--- src/rtl/updown_cnt_ctrl.sv ---
`default_nettype none
// ============================================================================
// Module      : updown_cnt_ctrl
// Description : Triangle-sweep sequencer for the shared up/down counter.
//               Sweeps cnt_out between latched lower/upper limits, dwelling
//               at each endpoint, for (cfg_rep+1) periods. Provides a
//               start/busy/done handshake, abort and a direction flag.
//               Optional macro UPDOWN_CNT_CTRL_PAUSE_EN adds a pause input
//               that freezes the running sequence.
// Revision    : 1.0 - initial release
// ============================================================================
module updown_cnt_ctrl #(
  parameter int W  = 8,
  parameter int DW = 4,
  parameter int RW = 4
) (
  input  logic          sclk,
  input  logic          rst_n,
  input  logic          start,
  input  logic          abort,
`ifdef UPDOWN_CNT_CTRL_PAUSE_EN
  input  logic          pause,
`endif
  input  logic [W-1:0]  cfg_lo,
  input  logic [W-1:0]  cfg_hi,
  input  logic [DW-1:0] cfg_dwell,
  input  logic [RW-1:0] cfg_rep,
  output logic [W-1:0]  cnt_out,
  output logic          dir,
  output logic          busy,
  output logic          done,
  output logic          err
);

  localparam logic [2:0] c_ST_IDLE     = 3'd0;
  localparam logic [2:0] c_ST_UP       = 3'd1;
  localparam logic [2:0] c_ST_HOLD_TOP = 3'd2;
  localparam logic [2:0] c_ST_DOWN     = 3'd3;
  localparam logic [2:0] c_ST_HOLD_BOT = 3'd4;

  localparam logic [W-1:0]  c_ONE   = {{(W-1){1'b0}}, 1'b1};
  localparam logic [DW-1:0] c_DONE  = {DW{1'b0}};
  localparam logic [DW-1:0] c_D_ONE = {{(DW-1){1'b0}}, 1'b1};
  localparam logic [RW-1:0] c_R_ONE = {{(RW-1){1'b0}}, 1'b1};

  logic [2:0]    r_state;
  logic [W-1:0]  r_lo;
  logic [W-1:0]  r_hi;
  logic [DW-1:0] r_dwell;
  logic [DW-1:0] r_dwell_cnt;
  logic [RW-1:0] r_rep_left;

  logic [W-1:0]  w_hi_m1;
  logic [W-1:0]  w_lo_p1;
  logic          w_freeze;

  // Neighbours of the endpoints; lo<hi at start guarantees no wrap.
  assign w_hi_m1 = r_hi - c_ONE;
  assign w_lo_p1 = r_lo + c_ONE;

`ifdef UPDOWN_CNT_CTRL_PAUSE_EN
  assign w_freeze = pause & busy;
`else
  assign w_freeze = 1'b0;
`endif

  // Sequencer: start acceptance, sweep/hold state machine, abort and pulses.
  always_ff @(posedge sclk or negedge rst_n) begin
    if (!rst_n) begin
      r_state     <= c_ST_IDLE;
      r_lo        <= '0;
      r_hi        <= '0;
      r_dwell     <= '0;
      r_dwell_cnt <= '0;
      r_rep_left  <= '0;
      cnt_out     <= '0;
      dir         <= 1'b0;
      busy        <= 1'b0;
      done        <= 1'b0;
      err         <= 1'b0;
    end else begin
      done <= 1'b0;
      err  <= 1'b0;
      if (r_state == c_ST_IDLE) begin
        // abort is meaningless here, so start wins when both are high.
        if (start) begin
          if (cfg_lo < cfg_hi) begin
            r_lo       <= cfg_lo;
            r_hi       <= cfg_hi;
            r_dwell    <= cfg_dwell;
            r_rep_left <= cfg_rep;
            cnt_out    <= cfg_lo;
            dir        <= 1'b0;
            busy       <= 1'b1;
            r_state    <= c_ST_UP;
          end else begin
            err <= 1'b1;
          end
        end
      end else if (abort) begin
        // cnt_out and dir keep their last values after an abort.
        r_state <= c_ST_IDLE;
        busy    <= 1'b0;
      end else if (!w_freeze) begin
        case (r_state)
          c_ST_UP: begin
            if (cnt_out == w_hi_m1) begin
              cnt_out     <= r_hi;
              r_dwell_cnt <= r_dwell;
              r_state     <= c_ST_HOLD_TOP;
            end else begin
              cnt_out <= cnt_out + c_ONE;
            end
          end
          c_ST_HOLD_TOP: begin
            if (r_dwell_cnt != c_DONE) begin
              r_dwell_cnt <= r_dwell_cnt - c_D_ONE;
            end else begin
              dir     <= 1'b1;
              cnt_out <= w_hi_m1;
              // Span of one: the next value is already the bottom endpoint.
              if (w_hi_m1 == r_lo) begin
                r_dwell_cnt <= r_dwell;
                r_state     <= c_ST_HOLD_BOT;
              end else begin
                r_state <= c_ST_DOWN;
              end
            end
          end
          c_ST_DOWN: begin
            if (cnt_out == w_lo_p1) begin
              cnt_out     <= r_lo;
              r_dwell_cnt <= r_dwell;
              r_state     <= c_ST_HOLD_BOT;
            end else begin
              cnt_out <= cnt_out - c_ONE;
            end
          end
          c_ST_HOLD_BOT: begin
            if (r_dwell_cnt != c_DONE) begin
              r_dwell_cnt <= r_dwell_cnt - c_D_ONE;
            end else if (r_rep_left != '0) begin
              r_rep_left <= r_rep_left - c_R_ONE;
              dir        <= 1'b0;
              cnt_out    <= w_lo_p1;
              if (w_lo_p1 == r_hi) begin
                r_dwell_cnt <= r_dwell;
                r_state     <= c_ST_HOLD_TOP;
              end else begin
                r_state <= c_ST_UP;
              end
            end else begin
              // Final lo_q stays on cnt_out while idle.
              done    <= 1'b1;
              busy    <= 1'b0;
              dir     <= 1'b0;
              r_state <= c_ST_IDLE;
            end
          end
          default: begin
            r_state <= c_ST_IDLE;
            busy    <= 1'b0;
          end
        endcase
      end
    end
  end

endmodule
`default_nettype wire

--- config.mk ---
export PLATFORM = sky130hd
export DESIGN_NAME = updown_cnt_ctrl
export DESIGN_NICKNAME = d
export VERILOG_FILES = /design/src/rtl/updown_cnt_ctrl.sv
export SDC_FILE = /design/constraint.sdc
export NUM_CORES = 1
export LEC_CHECK = 0
export CORE_MARGIN = 10
export CORE_UTILIZATION = 40
export DETAILED_ROUTE_END_ITERATION = 6
export HOLD_SLACK_MARGIN = 0.06
export PLACE_DENSITY = 0.62
export SYNTH_ARGS = -nofsm -noshare
export SYNTH_HDL_FRONTEND = slang
export SYNTH_SLANG_ARGS = --single-unit
--- constraint.sdc ---
create_clock -name sclk -period 3.93 [get_ports sclk]
set_clock_uncertainty 0.15 [all_clocks]
set_input_delay 0.5895 -clock sclk [delete_from_list [all_inputs] [get_ports sclk]]
set_output_delay 0.5895 -clock sclk [all_outputs]
set_load 0.01 [all_outputs]
After elaboration in Yosys (flattened, before gate mapping)
Cells that the tools add are included.
W data, S select, Z words.
- bits in registers: 43
- latch bits: 0
- RAM bits: 0
- ROM bits: 0
- input bits: 28
- output and inout port bits: 12
- logic and storage cells: 121
- memories: 0
- $add $sub $neg: 6
- $mul: 0
- divide/modulo/power cells: 0
- order comparisons: 1
- eq/ne operators: 26
- shifts and indexed selects: 0
- mux-type cells: 59
- bitwise operators: 2
- reduce and logical (&&, ||, !) cells: 16
- operators by type and width (operator ; count):
    $mux W8 ; 9
    $mux W4 ; 14
    $eq A8 B8 Y1 ; 4
    $pmux W8 S4 ; 1
    $mux W3 ; 10
    $mux W1 ; 20
    $ne A4 B4 Y1 const B ; 5
    $ne A3 B3 Y1 const B ; 6
    $reduce_and A6 Y1 ; 3
    $add A8 B1 Y8 const B ; 2
    $pmux W4 S4 ; 1
    $sub A8 B1 Y8 const B ; 2
    $pmux W3 S4 ; 1
    $reduce_bool A4 Y1 ; 3
    $lt A8 B8 Y1 ; 1
    $ne A2 B2 Y1 const B ; 4
    $reduce_and A8 Y1 ; 1
    $sub A4 B1 Y4 const B ; 2
    $reduce_and A7 Y1 ; 1
    $eq A3 B2 Y1 const B ; 2
    $reduce_and A5 Y1 ; 1
    $reduce_bool A5 Y1 ; 1
    $ne A2 B1 Y1 const B ; 2
    $pmux W1 S2 ; 2
    other kinds (10) ; 12

Longest topological paths before layout
Gate-level depths: netlist of the first run.
- depth in word-level cells: 8
- gate-level depth with buffers: 13
- depth with buffers taken out: 10

Worst setup path before layout of the first run
No wires, ideal clock.
- kind: reg-to-reg
- start point: register r_hi[0]
- end point: register r_dwell_cnt[2]
- setup time: 0.123 ns
- arrival: 3.323 ns
- required time: 3.657 ns
- setup slack: 0.335 ns
- stages on the path, launching flop included: 13
- path buffers: 2
- period minus slack after synthesis: 3.595 ns
- cells stage by stage: dfrtp_1 -> buf_2 -> inv_1 -> ha_1 -> xnor2_1 -> a311o_1 -> nor4_4 -> o2111ai_4 -> a22o_1 -> or4_1 -> buf_2 -> or3_1 -> o221a_2
- word-level cells in the longest chain between the ends: 4
- elaborated cells between the ends (all ways): 8
- classes of those cells: add/sub (1); eq/ne (6); reduce/logical (1)
- ends and longest elaborated chain (what ; line ; text):
    from (decl) ; 48 ; logic [W-1:0] r_hi;
    from (signal assigned) ; 89 ; r_hi <= cfg_hi;
    $sub A8 B1 Y8 ; 58 ; assign w_hi_m1 = r_hi - c_ONE;
    $eq A8 B8 Y1, on equally long branches ; 122, 107 ;
    $ne A3 B3 Y1 (no line) / $ne A2 B2 Y1 (equally long branches) ; n/a ;
    $reduce_and A8 Y1 (no line) * ; n/a ;
    to (signal assigned) ; 117 ; r_dwell_cnt <= r_dwell_cnt - c_D_ONE;
    to (signal assigned) ; 123 ; r_dwell_cnt <= r_dwell;
    to (signal assigned) ; 133 ; r_dwell_cnt <= r_dwell;
    to (decl) ; 50 ; logic [DW-1:0] r_dwell_cnt;
Every way passes the cells marked *; elsewhere a longest branch is shown, timed or not.
A chain may end at the register's enable or synchronous reset.

Final worst setup path of the first run
Ends and elaborated chain as after synthesis.

==> results.yml, run 1 <==
placed_design:
  dp_slack_ns: 0.349
  gp_congestion: 0.943
  place_area_mm2: 0.00444
  port_buffers: 39
  hpwlAfterDp_mm: 9.61
synth:
  synth.cell_area_mm2: 0.00398
  ys_seq_area_share_pct: 27.0
  synth_edf_count: 0
  syn_nets: 534
  async_reset_ff_share_pct: 100
  ys.warnings.count: 0
  syn_inst: 493
  netlist-cell-type-count: 69
  postSynthAreaPerCell_um2: 8.07
  ys.flop_type: "dfrtp_1"
  ys_ff_latch: 43
critical_path:
  endpoint_kind: "flop"
  crit_type: "flop to flop"
  cp.required_ns: 3.98
  path_max_fanout: 6
  cp_slowest_stage_delay_ns: 0.59
  crit_arrival_ns: 3.65
  cpMaxStageDelayCell: "or4_1"
  cp-start-kind: "flop"
  worstPathCellList: "inv_1 -> ha_1 -> xnor2_1 -> a311o_1 -> nor4_4 -> o2111ai_4 -> a22o_1 -> or4_1 -> or3_1 -> o221a_2"
clock_network:
  cts_tree: "done"
  cts-buffers-inserted: 5
  holdBufCountCts: 0
  clockBufferDepth: 2
  insertion_delay_ns: 0.30
  cts_sinks: 43
  h-tree-depth: 2
  clk_pin_slew_ns: 0.09
  cts_resized: 0
  postCtsSetupRepairBufs: 0
  cts-root-buf: "clkbuf_8"
grt:
  grt_max_degree: 44
  antenna_found_initial: 0
  gr-usage-all-layers_pct: 17.2
  grt_pass1_vias: 3678
  grt_overflow: 0
  grt_pass1_wl_mm: 20.1
timing:
  max_slew.worst_pin.slew_ns: 1.00
  setup_tns_ns: 0
  fmax_mhz: 278
  min_period_over_period_pct: 91.5
  rsz0062_at_grt: "false"
  layout_min_cycle_time_ns: 3.60
  drv_slew: 0
  slew_headroom_pct: 33.4
  final_hold_viol_count: 0
  timing.hold.ws_ns: 0.282
  finalSetupViolCount: 0
  final.setup.worst_slack_ns: 0.335
pwr:
  p_int_mw: 1.84
  sw_frac_of_total_pct: 51.3
  leakagePower_nw: 1.93
  power_switching_mw: 1.94
  ir_drop_mv: 0.345
  cellPowerDensity_mw_per_mm2: 834
  p_comb_share_pct: 63.3
  p_seq_share_pct: 29.0
  power_frac_clock_pct: 7.7
floorplanning:
  start_util_pct: 40.9
  core_mm2: 0.00973
  pin_count: 40
  fp.dieArea_mm2: 0.0143
  num_rows: 36
  dieHeight_um: 120
  die_width_um: 120
drt:
  ant_nets: 0
  vias: 3752
  wirelength_mm: 12.4
  dr.pass1.iters: 5
  via_per_inst: 5.80
  wire_per_inst_um: 19.2
  drtIter0Drc: 351
  drc: 0
final_layout:
  fill_cells: 964
  final_area_mm2: 0.00453
  antenna_cells: 0
  drive_gt1_share_pct: 7.59
  final_common_cell: "nand2_1"
  syn2layout_area_growth_pct: 13.7
  utilization_pct: 46.5
  final_cell_mix: "nand2_1, dfrtp_1, nor2_1, clkdlybuf4s50_1, o21ai_0"
  final_net_count: 554
outcome:
  status: "completed"
run:
  maxCapViolCount: 0
worst_hold_path:
  hold_path_class: "input port to asynchronous set/reset pin"
==> cells in the mapped netlist (5+ instances only) <==
cell type	instances	share of area, %
nand2_1	56	5.3
dfrtp_1	43	27
nor2_1	38	3.6
o21ai_0	35	4.4
a21oi_1	27	3.4
xnor2_1	27	5.9
inv_1	26	2.5
clkbuf_1	21	2.0
xor2_1	18	4.0
nand3_1	17	2.1
mux2i_1	16	4.0
ha_1	13	4.1
buf_2	12	1.5
nor3_1	10	1.3
o22ai_1	8	1.3
and3_1	6	0.94
and4_1	6	1.3
nand2b_1	6	0.94
a211oi_1	5	0.94
a31oi_1	5	0.79
==> registers in the layout (all words and copies together) (netlist names) <==
| register | cells |
|---|---|
| cnt_out | 8 |
| r_hi | 8 |
| r_lo | 8 |
| r_dwell | 4 |
| r_dwell_cnt | 4 |
| r_rep_left | 4 |
| r_state | 3 |
| busy | 1 |
| dir | 1 |
| done | 1 |
| err | 1 |
==> cells by family (layout without fill, tap and decap cells) <==
family | count (synthesis) | count (layout) | share of synthesized area [%]
compound gates | 131 | 131 | 22.5
xor+xnor | 48 | 48 | 11.6
fa+ha+maj | 13 | 13 | 4.09
buf+inv | 65 | 86 | 7.17
flops | 43 | 43 | 27.0
mux | 20 | 20 | 5.16
simple gates | 173 | 173 | 22.5
==> critical path: cells and delay by family, from the launching register on <==
family	cells	cell delay [ns]
simple gates	3	1.29
xor+xnor	1	0.15
fa+ha+maj	1	0.37
flops	1	0.50
buf+inv	1	0.13
compound gates	4	0.92
==> layer usage <==
| layer | global-route usage (%) | share of wire, % | up-vias |
|---|---|---|---|
| met5 | 0 | 0 | - |
| met4 | 6.49 | 3.0 | 0 |
| met3 | 3.47 | 6.2 | 27 |
| met2 | 26.2 | 44 | 122 |
| met1 | 23.5 | 47 | 1801 |
| li1 | - | - | 1802 |
==> cell type report <==
type	instances	area, µm²	area share [%]
inverter	26	97.6	2.16
sequential	43	1080	23.8
clock inverter	2	12.5	0.276
clock buffer	6	72.6	1.60
tap	133	166	3.68
multi-input combinational	385	2620	57.8
timing repair buffer	52	483	10.7
==> power groups by stage <==
| stage | logic, mW | registers, mW | clock network [mW] |
|---|---|---|---|
| floorplan | 1.97 | 0.797 | 0 |
| global placement | 2.35 | 1.09 | 0 |
| detailed placement | 2.35 | 1.10 | 0 |
| CTS | 2.37 | 1.09 | 0.300 |
| global route | 2.64 | 1.13 | 0.318 |
| finish | 2.39 | 1.10 | 0.290 |
==> final timing paths <==
path | start | to | slack [ns] | cells after the start
max | r_hi[0]$_DFFE_PN0P_ | r_dwell_cnt[2]$_DFFE_PN0P_ | 0.33 | 10
min | rst_n | r_dwell_cnt[1]$_DFFE_PN0P_ | 0.28 | 1
max reg2reg | r_hi[0]$_DFFE_PN0P_ | r_dwell_cnt[2]$_DFFE_PN0P_ | 0.33 | 10
min reg2reg | dir$_DFFE_PN0P_ | dir$_DFFE_PN0P_ | 0.35 | 1
max in group asynchronous | rst_n | cnt_out[2]$_DFFE_PN0P_ | 2.70 | 1
min in group sclk | dir$_DFFE_PN0P_ | dir$_DFFE_PN0P_ | 0.35 | 1
==> stage by stage <==
| step | instances | power (mW) |
|---|---|---|
| floorplan | 493 | 2.76 |
| global placement | 639 | 3.44 |
| detailed placement | 639 | 3.45 |
| CTS | 647 | 3.76 |
| global route | 647 | 4.09 |
| finish | 647 | 3.78 |
(Power assumes the default switching activity.)
==> run 2, diff against run 1 <==
--- a/config.mk
+++ b/config.mk
@@ -5,11 +5,13 @@
 export SDC_FILE = /design/constraint.sdc
 export NUM_CORES = 1
 export LEC_CHECK = 0
+export ABC_AREA = 1
 export CORE_MARGIN = 10
 export CORE_UTILIZATION = 40
 export DETAILED_ROUTE_END_ITERATION = 6
 export HOLD_SLACK_MARGIN = 0.06
-export PLACE_DENSITY = 0.62
+export PLACE_DENSITY = 0.65
 export SYNTH_ARGS = -nofsm -noshare
 export SYNTH_HDL_FRONTEND = slang
 export SYNTH_SLANG_ARGS = --single-unit
+export TNS_END_PERCENT = 20
==> constraint.sdc (replaced) <==
create_clock -name sclk -period 2.93 [get_ports sclk]
set_clock_uncertainty 0.15 [all_clocks]
set_input_delay 0.4395 -clock sclk [delete_from_list [all_inputs] [get_ports sclk]]
set_output_delay 0.4395 -clock sclk [all_outputs]
set_load 0.01 [all_outputs]
==> results.yml, run 2 <==
outcome:
  status: "completed"
floorplanning:
  num_rows: 35
  core_mm2: 0.00933
  dieHeight_um: 118
  pin_count: 40
  die_width_um: 118
  fp.dieArea_mm2: 0.0140
  start_util_pct: 41.6
grt:
  grt_max_degree: 32
  busiest_layer: "met2"
  grt_use_met1_pct: 23.2
  grt_overflow: 0
  grt_pass1_vias: 4036
  antenna_found_initial: 0
  grt_pass1_wl_mm: 20.5
  grtUsageMet2_pct: 26.9
  met3_usage_pct: 2.81
  gr-usage-all-layers_pct: 17.2
critical_path:
  ff2ff_path_depth: 15
  r2r-start: "r_lo[1]$_DFFE_PN0P_"
  path_max_fanout: 7
  rrSetupSlack_ns: 0.24
  cp.required_ns: 2.97
  crit_arrival_ns: 2.72
  cpMaxStageDelayCell: "dfrtp_1"
  crit_top_cell: "nand2_1"
  worstPathCellList: "ha_1 -> nand2_1 -> clkinv_1 -> nand3_1 -> nand2_1 -> nand2_1 -> nand2_1 -> nor2_1 -> nand3_1 -> o21ai_0 -> nand2_1 -> nand2_1 -> nand2_2 -> nand2_1 -> nand2_1"
  r2r-end: "r_dwell_cnt[2]$_DFFE_PN0P_"
  cp_slowest_stage_delay_ns: 0.48
  cp-start-kind: "flop"
  crit_type: "flop to flop"
  endpoint_kind: "flop"
synth:
  ys_seq_area_share_pct: 27.8
  ys.warnings.count: 0
  syn_nets: 663
  netlist-cell-type-count: 32
  synth_edf_count: 0
  async_reset_ff_share_pct: 100
  ys_ff_latch: 43
  post-synth-top-area-cell: "dfrtp_1"
  netlist_top_cells_count: "nand2_1, nand3_1, inv_1"
  ys.flop_type: "dfrtp_1"
  yosysMostFrequentCell: "nand2_1"
  postSynthAreaPerCell_um2: 6.23
  synth_area_leaders: "dfrtp_1, nand2_1, nand3_1, inv_1, o21ai_0"
  synth_top_area_share_pct: 27.8
  synth.cell_area_mm2: 0.00388
  syn_inst: 622
final_layout:
  syn2layout_area_growth_pct: 18.6
  reg.largest.list: "cnt_out: 8 flops, r_hi: 8 flops, r_lo: 8 flops"
  final_cell_mix: "nand2_1, nand3_1, inv_1"
  final_common_cell: "nand2_1"
  drive_gt1_share_pct: 8.78
  antenna_cells: 0
  final_net_count: 713
  fill_cells: 960
timing:
  layout_min_cycle_time_ns: 2.69
  finalSetupViolCount: 0
  slew_headroom_pct: 70.1
  fmax_mhz: 372
  setup_tns_ns: 0
  drv_slew: 0
  rsz0062_at_grt: "false"
  final.setup.worst_slack_ns: 0.245
  final_hold_viol_count: 0
  max_slew.worst_pin.slew_ns: 0.449
  min_period_over_period_pct: 91.6
clock_network:
  cts_tree: "done"
  clockBufferDepth: 2
  postCtsSetupRepairBufs: 0
  insertion_delay_ns: 0.30
  cts_sinks: 43
  h-tree-depth: 2
  cts-root-buf: "clkbuf_8"
  cts-buffers-inserted: 5
  clk_pin_slew_ns: 0.08
drt:
  wire_per_inst_um: 15.3
  drc: 0
  dr.pass1.iters: 5
  drtIter0Drc: 329
  ant_nets: 0
  via_per_inst: 5.35
  vias: 4282
  wirelength_mm: 12.3
worst_hold_path:
  hold_end: "r_dwell_cnt[0]$_DFFE_PN0P_"
  holdCritStartpoint: "r_dwell_cnt[0]$_DFFE_PN0P_"
  hold_path_class: "flop to flop"
  whs_path_depth: 2
placed_design:
  port_buffers: 39
  dp_slack_ns: 0.221
  gp_congestion: 1.04
  hpwlAfterDp_mm: 9.93
pwr:
  leakagePower_nw: 2.31
  ir_drop_mv: 0.456
  cellPowerDensity_mw_per_mm2: 1160
run:
  maxCapViolCount: 0
==> run 2: cell count changes in the layout (fill, tap and decap cells not counted), moves of 16 or more <==
cell and delta:
nand2_1 +150, mux2i_1 -16, nand3_1 +68, inv_1 +38, nand4_1 +19, xnor2_1 -22
==> run 2: stage by stage <==
step	hold WS (ns)	total power, mW	cell area, µm²	cells	utilization [%]
finish	0.330	5.32	4600	801	49.3
global route	0.355	5.84	4600	801	49.3
CTS	0.334	5.27	4600	801	49.3
detailed placement	0.254	4.88	4500	793	48.2
global placement	0.263	4.83	4500	793	48.2
floorplan	-0.00609	3.75	3880	622	-
==> run 2: cell families after synthesis <==
kind of cell	after synthesis	share of synthesized area [%]
adder cells (fa/ha/maj)	13	4.20
AO/OA/AOI/OAI	69	9.65
AND/OR/NAND/NOR	385	44.7
XOR/XNOR	19	4.29
flip-flops	43	27.8
buffers and inverters	93	9.36
==> run 2: power breakdown <==
group,total (mW),switching [mW],internal (mW)
Combinational,3.61,2.28,1.33
Sequential,1.33,0.464,0.864
Clock,0.380,0.195,0.185
Total,5.32,2.94,2.37
==> run 2: how the worst max path moves through the flow <==
stage                   startpoint                    endpoint  slack [ns]  cells after the start
6_report       r_lo[1]$_DFFE_PN0P_  r_dwell_cnt[2]$_DFFE_PN0P_        0.24                     15
5_1_grt        r_lo[1]$_DFFE_PN0P_  r_dwell_cnt[2]$_DFFE_PN0P_        0.02                     15
4_1_cts        r_lo[1]$_DFFE_PN0P_  r_dwell_cnt[1]$_DFFE_PN0P_        0.30                     15
3_5_place_dp             cfg_lo[1]   r_rep_left[0]$_DFFE_PN0P_        0.22                     14
3_3_place_gp             cfg_lo[1]   r_rep_left[0]$_DFFE_PN0P_        0.29                     14
2_1_floorplan  r_lo[1]$_DFFE_PN0P_  r_dwell_cnt[3]$_DFFE_PN0P_        0.67                     15
==> run 2: cell type report <==
class / count / area, µm² / area share [%]
Clock buffer: 6 / 82.6 / 1.80
Clock inverter: 1 / 5.00 / 0.109
Inverter: 75 / 282 / 6.12
Multi-Input combinational cell: 486 / 2440 / 53.0
Sequential cell: 43 / 1080 / 23.4
Tap cell: 129 / 161 / 3.51
Timing Repair Buffer: 61 / 553 / 12.0
==> run 2: routing by layer <==
layer / wire (µm) / vias to the layer above
met5: 0 / -
met1: 5570 / 1916
met2: 5320 / 197
li1: - / 2140
met4: 298 / 0
met3: 1070 / 29
==> run 2: critical path: cells and delay by family, from the launching register on <==
family / cells / cell delay [ns]
fa+ha+maj: 1 / 0.27
flops: 1 / 0.48
compound gates: 1 / 0.17
simple gates: 12 / 1.37
buf+inv: 1 / 0.14
==> run 2: timing repair <==
action,in CTS,in global routing
endpoints found under the hold margin,18,0
hold buffers,1,0
gates resized for setup,0,0
